File: src/rtl/lyra2_slot_scheduler.sv
// Slot scheduler for an interleaved fixed-latency Lyra2 round core, with a FWFT result FIFO.
// Optional synchronous flush port enabled by defining LYRA2_SCHED_FLUSH_EN.
module lyra2_slot_scheduler #(
    parameter int PIPELINE_STAGES = 8,
    parameter int DATA_WIDTH      = 256,
    parameter int ROUNDS_PER_JOB  = 68,
    parameter int OUT_FIFO_DEPTH  = 4,
    parameter int ID_WIDTH        = 4
) (
    input  logic                                       clk,
    input  logic                                       rst,
`ifdef LYRA2_SCHED_FLUSH_EN
    input  logic                                       flush,
`endif
    input  logic                                       in_valid,
    output logic                                       in_ready,
    input  logic [DATA_WIDTH-1:0]                      in_data,
    input  logic [ID_WIDTH-1:0]                        in_id,
    output logic                                       core_req_valid,
    output logic                                       core_req_first,
    output logic                                       core_req_bypass,
    output logic [DATA_WIDTH-1:0]                      core_req_data,
    input  logic                                       core_rsp_valid,
    input  logic [DATA_WIDTH-1:0]                      core_rsp_data,
    output logic                                       out_valid,
    input  logic                                       out_ready,
    output logic [DATA_WIDTH-1:0]                      out_data,
    output logic [ID_WIDTH-1:0]                        out_id,
    output logic [$clog2(PIPELINE_STAGES+1)-1:0]       busy_slots
);

    localparam int PW = (PIPELINE_STAGES > 1) ? $clog2(PIPELINE_STAGES) : 1;
    localparam int RW = (ROUNDS_PER_JOB > 1) ? $clog2(ROUNDS_PER_JOB) : 1;
    localparam int FW = $clog2(OUT_FIFO_DEPTH);
    localparam int CW = $clog2(OUT_FIFO_DEPTH + 1);
    localparam int BW = $clog2(PIPELINE_STAGES + 1);

    typedef enum logic {IDLE = 1'b0, BUSY = 1'b1} slotState_t;

    slotState_t          r_state [PIPELINE_STAGES];
    logic [RW-1:0]       r_round [PIPELINE_STAGES];
    logic [ID_WIDTH-1:0] r_id    [PIPELINE_STAGES];
    logic [PW-1:0]       r_ptr;
    logic [BW-1:0]       r_busyCount;

    logic [DATA_WIDTH-1:0] r_fifoData [OUT_FIFO_DEPTH];
    logic [ID_WIDTH-1:0]   r_fifoId   [OUT_FIFO_DEPTH];
    logic [FW-1:0]         r_rdPtr;
    logic [FW-1:0]         r_wrPtr;
    logic [CW-1:0]         r_count;

    logic w_flush, w_live, w_busy, w_rsp, w_last, w_full;
    logic w_cont, w_done, w_bypass, w_free, w_accept, w_push, w_pop;
    slotState_t          w_nextState;
    logic [RW-1:0]       w_nextRound;
    logic [ID_WIDTH-1:0] w_nextId;

`ifdef LYRA2_SCHED_FLUSH_EN
    assign w_flush = flush;
`else
    assign w_flush = 1'b0;
`endif

    // A response for the pointed slot returns exactly one lap after its request.
    assign w_live   = ~rst & ~w_flush;
    assign w_busy   = (r_state[r_ptr] == BUSY);
    assign w_rsp    = w_busy & core_rsp_valid;
    assign w_last   = (r_round[r_ptr] == RW'(ROUNDS_PER_JOB - 1));
    assign w_full   = (r_count == CW'(OUT_FIFO_DEPTH));
    assign w_cont   = w_rsp & ~w_last;
    assign w_done   = w_rsp & w_last & ~w_full;
    assign w_bypass = w_rsp & w_last & w_full;
    assign w_free   = ~w_busy | w_done;
    assign in_ready = w_free & w_live;
    assign w_accept = in_valid & in_ready;
    assign w_push   = w_done & ~w_flush;
    assign w_pop    = out_ready & (r_count != '0);

    always_ff @(posedge clk or posedge rst) begin
        if (rst) begin
            r_ptr       <= '0;
            r_busyCount <= '0;
            for (int i = 0; i < PIPELINE_STAGES; i++) begin
                r_state[i] <= IDLE;
                r_round[i] <= '0;
                r_id[i]    <= '0;
            end
        end else begin
            r_ptr <= (r_ptr == PW'(PIPELINE_STAGES - 1)) ? '0 : r_ptr + PW'(1);
            if (w_flush) begin
                r_busyCount <= '0;
                for (int i = 0; i < PIPELINE_STAGES; i++) begin
                    r_state[i] <= IDLE;
                    r_round[i] <= '0;
                end
            end else begin
                r_state[r_ptr] <= w_nextState;
                r_round[r_ptr] <= w_nextRound;
                r_id[r_ptr]    <= w_nextId;
                if (!w_busy && w_nextState == BUSY)
                    r_busyCount <= r_busyCount + BW'(1);
                else if (w_busy && w_nextState == IDLE)
                    r_busyCount <= r_busyCount - BW'(1);
            end
        end
    end

    always_comb begin
        w_nextState = r_state[r_ptr];
        w_nextRound = r_round[r_ptr];
        w_nextId    = r_id[r_ptr];
        if (w_accept) begin
            w_nextState = BUSY;
            w_nextRound = '0;
            w_nextId    = in_id;
        end else if (w_done) begin
            w_nextState = IDLE;
            w_nextRound = '0;
        end else if (w_cont) begin
            w_nextRound = r_round[r_ptr] + RW'(1);
        end
    end

    always_comb begin
        core_req_valid  = 1'b0;
        core_req_first  = 1'b0;
        core_req_bypass = 1'b0;
        core_req_data   = '0;
        if (w_live) begin
            if (w_accept) begin
                core_req_valid = 1'b1;
                core_req_first = 1'b1;
                core_req_data  = in_data;
            end else if (w_cont || w_bypass) begin
                core_req_valid  = 1'b1;
                core_req_bypass = w_bypass;
                core_req_data   = core_rsp_data;
            end
        end
    end

    // Fullness is judged before any pop, so a completing slot never pushes into a full FIFO.
    always_ff @(posedge clk or posedge rst) begin
        if (rst) begin
            r_rdPtr <= '0;
            r_wrPtr <= '0;
            r_count <= '0;
        end else if (w_flush) begin
            r_rdPtr <= '0;
            r_wrPtr <= '0;
            r_count <= '0;
        end else begin
            if (w_push) r_wrPtr <= r_wrPtr + FW'(1);
            if (w_pop)  r_rdPtr <= r_rdPtr + FW'(1);
            if (w_push && !w_pop)
                r_count <= r_count + CW'(1);
            else if (!w_push && w_pop)
                r_count <= r_count - CW'(1);
        end
    end

    always_ff @(posedge clk) begin
        if (w_push) begin
            r_fifoData[r_wrPtr] <= core_rsp_data;
            r_fifoId[r_wrPtr]   <= r_id[r_ptr];
        end
    end

    assign out_valid  = (r_count != '0);
    assign out_data   = out_valid ? r_fifoData[r_rdPtr] : '0;
    assign out_id     = out_valid ? r_fifoId[r_rdPtr] : '0;
    assign busy_slots = r_busyCount;

endmodule
File: config.mk
export PLATFORM = sky130hd
export DESIGN_NAME = lyra2_slot_scheduler
export DESIGN_NICKNAME = d
export VERILOG_FILES = /design/src/rtl/lyra2_slot_scheduler.sv
export SDC_FILE = /design/constraint.sdc
export NUM_CORES = 1
export LEC_CHECK = 0
export CORE_AREA = 2 2 413 415
export DETAILED_ROUTE_END_ITERATION = 12
export DIE_AREA = 0 0 415 417
export MAX_ROUTING_LAYER = met4
export PLACE_DENSITY = 0.5
export SLEW_MARGIN = 15
export SYNTH_ARGS = -nofsm -noshare
export SYNTH_HDL_FRONTEND = slang
export SYNTH_SLANG_ARGS = --single-unit
export TNS_END_PERCENT = 100
File: constraint.sdc
create_clock -name clk -period 12.5 [get_ports clk]
set_input_delay 2.5 -clock clk [delete_from_list [all_inputs] [get_ports clk]]
set_output_delay 2.5 -clock clk [all_outputs]
set_load 0.01 [all_outputs]
==> impl_metrics.toml <==
[run_status]
outcome = "finished clean"

[placed_design]
place.gp.congestion = 0.853
dp.cells = 5593
portBuffers = 1045
post_dp_cell_area_mm2 = 0.0600
hpwl_mm = 99.4

[clock_network]
cts_resized = 0
clkTransAtPathRegs_ns = 0.05
cts_buffers = 134
cts_tree = "yes"
cts_root_buf = "clkbuf_16"
cts_num_sinks = 1150
post_cts_buffers = 0
htree_num_levels = 4
clk_latency_ns = 0.75
cts_hold_buf = 0
clockBufferDepth = 3

[sta]
finalCriticalPeriod_ns = 8.81
rsz0062_at_grt = "false"
post-route-period-util_pct = 70.5
clock_skew_ns = 0.0567
worst_pin_slew_ns = 1.16
hold_violations = 0
fin_tns_setup_ns = 0
whs_ns = 0.470
setup_violations = 0
final_max_slew_viol_count = 0
fmax_mhz = 114
relSlewSlack_pct = 22.4

[cells_and_area]
synthToLayoutAreaGrowth_pct = 36.1
layoutNonFillerInstCount = 5841
seq_area_mm2 = 0.0340
drive_gt1_share_pct = 14.6
design_area_mm2 = 0.0644
multi_input_area_mm2 = 0.0124
nFillCells = 15718
final_nets = 4045

[routing]
viasPerCell = 4.73
antenna_left = 0
first_iter_violations = 1997
wl_per_cell_um = 25.4
drt_wl_total_mm = 149
drc_errors = 0
drtPass1Iterations = 5
num_vias = 27612

[global_route]
grt_pass1_wl_mm = 211
grtUsageTotal_pct = 17.2
grt_max_degree = 138
grt_remaining_overflow = 0
grt_antenna_before_repair = 16
grt_pass1_vias = 28666

[synthesis]
avgSynthCellArea_um2 = 19.1
synthesis.nets = 3013
synth.area.top_cells = "edfxtp_1 (66%), mux4_2 (13%), dfrtp_1 (5.8%), a22o_1 (4.8%), and2_1 (3.5%)"
postSynthCellCount = 2479
synth_top_area_share_pct = 66.0
ys_async_sr_fraction_pct = 9.57
synth_area_mm2 = 0.0473
ys_seq_elements = 1150
synth_cell_types = 53
synth_area_leader_cell = "edfxtp_1"
synth-seq-area-share_pct = 71.9
synth_flop_cell = "edfxtp_1"
synth_edf_count = 1040
ys_warn_count = 0

[critical_path]
worstSetupPathType = "input port to primary output"
worstPathArrival_ns = 6.31
cp_top_family = "buffers and inverters"
cp_max_fo = 69
crit_chain = "clkdlybuf4s50_1 > inv_4 > nand2_1 > nor2_8 > buf_4 > buf_4 > a22o_1 > clkdlybuf4s50_1"
max_stage_delay_ns = 0.66
critPathBufInv = 5
crit_path_start_kind = "input port"
end_kind = "primary output"
critPathSlowestCell = "buf_4"
critPathRequiredTime_ns = 10.00

[floorplanning]
ios = 1046
rows = 151
initial_utilization_pct = 28.1
dieArea_mm2 = 0.173
core_mm2 = 0.169
die_w_um = 415
die_h_um = 417

[power_and_ir_drop]
p_leak_nw = 21.1
power.density_mw_per_mm2 = 191
ir_drop_mv = 0.152

[flow_run]
drv_cap = 0

[min_path]
hold_path_class = "register to register"
[flip-flops by register name, summed over array words and instances (netlist names)]
signal      cells
r_wrPtr         2
r_fifoData   1024
r_rdPtr         2
r_count         3
r_ptr           3
busy_slots      4
r_id           32
r_state         8
r_round        56
r_fifoId       16
[synthesized netlist by cell type, types with 2 or more instances]
cell type and count:
nand2_1 98, and3_1 2, and3b_1 3, clkbuf_1 71
nand2b_1 4, mux2i_1 12, mux2_2 15, inv_1 9
buf_6 25, nand4_1 4, or2_2 3, o21ai_0 16
fa_1 2, xor2_1 3, and2_1 266, a31oi_1 10
a22oi_1 5, nor3_2 3, mux4_2 273, a21o_1 2
o211ai_1 2, and4_1 2, ha_1 11, nor2b_1 6
nand3_1 7, buf_4 4, a22o_1 258, buf_2 37
edfxtp_1 1040, dfrtp_1 110, a21oi_1 6, nor3_1 2
o31ai_1 72, nor2_1 22, xnor2_1 12, buf_1 43
mux2i_2 3
[path summary, 6_finish.rpt]
path,depth (start not counted),to,slack (ns),startpoint
setup / recovery,8,core_req_data[107],3.69,rst
hold / removal,2,r_round[5],0.47,r_round[5]
setup reg to reg,8,r_fifoData[1][161],6.85,r_ptr[2]
hold reg to reg,2,r_round[5],0.47,r_round[5]
max in group asynchronous,3,r_rdPtr[1],8.74,rst
min in group asynchronous,2,r_id[10],2.31,rst
[cells by family (layout without fill, tap and decap cells)]
| kind of cell | Yosys count | after routing | synth area share, % |
|---|---|---|---|
| compound gates | 379 | 379 | 6.58 |
| xor+xnor | 15 | 15 | 0.278 |
| fa+ha+maj | 13 | 13 | 0.376 |
| buf+inv | 189 | 1323 | 2.03 |
| flops | 1150 | 1150 | 71.9 |
| mux | 303 | 303 | 13.7 |
| other cells | 0 | 10 | 0 |
| simple gates | 430 | 430 | 5.19 |
[metal layers]
layer / global-route usage (%) / share of wire, % / wire (um)
met1: 21.7 / 43 / 63300
met2: 27.1 / 48 / 71700
met3: 4.72 / 6.4 / 9470
met4: 5.13 / 2.8 / 4160
met5: - / 0 / 0
[worst register-to-register path, delay by kind of cell (launching register included)]
family / cells / cell delay (ns)
buf+inv: 3 / 2.07
simple gates: 3 / 1.51
mux: 2 / 0.91
flops: 1 / 0.74
[where the power goes]
group / internal [mW] / switching, mW
logic: 2.20 / 1.94
registers: 4.27 / 0.0977
clock network: 2.20 / 1.60
[through the flow]
step / worst slack [ns] / util, % / total power [mW]
3_3_place_gp: 3.73 / 35.6 / 8.69
5_1_grt: 3.39 / 38.2 / 12.9
3_5_place_dp: 3.64 / 35.6 / 8.68
6_report: 3.69 / 38.2 / 12.3
2_1_floorplan: 2.93 / - / 6.43
4_1_cts: 3.64 / 38.2 / 12.5
[layout by cell type (no fill, tap or decap), types with 6 or more instances in the layout]
cell type / netlist / routed
o31ai_1: 72 / 72
xnor2_1: 12 / 12
mux2i_1: 12 / 12
mux2_2: 15 / 15
clkdlybuf4s50_1: 0 / 1045
nand2_1: 98 / 98
clkinv_16: 0 / 6
diode_2: 0 / 10
clkinv_2: 0 / 17
edfxtp_1: 1040 / 1040
buf_4: 4 / 19
ha_1: 11 / 11
a31oi_1: 10 / 10
nor2b_1: 6 / 6
clkinv_1: 0 / 21
inv_1: 9 / 8
nor2_1: 22 / 22
nand3_1: 7 / 7
bufinv_16: 0 / 8
clkbuf_1: 71 / 32
a22o_1: 258 / 258
and2_1: 266 / 262
clkbuf_16: 0 / 135
a21oi_1: 6 / 6
mux4_2: 273 / 273
buf_12: 0 / 12
dfrtp_1: 110 / 108
o21ai_0: 16 / 16
[final cells by class]
| class | count | area share (%) |
|---|---|---|
| sequential | 1150 | 52.8 |
| multi-input combinational | 1140 | 19.2 |
| antenna | 10 | 0.0389 |
| timing repair buffer | 1076 | 16.8 |
| inverter | 9 | 0.0564 |
| tap | 2218 | 4.31 |
| clock buffer | 171 | 5.52 |
| clock inverter | 67 | 1.18 |
Power figures use the tool's default switching activity.
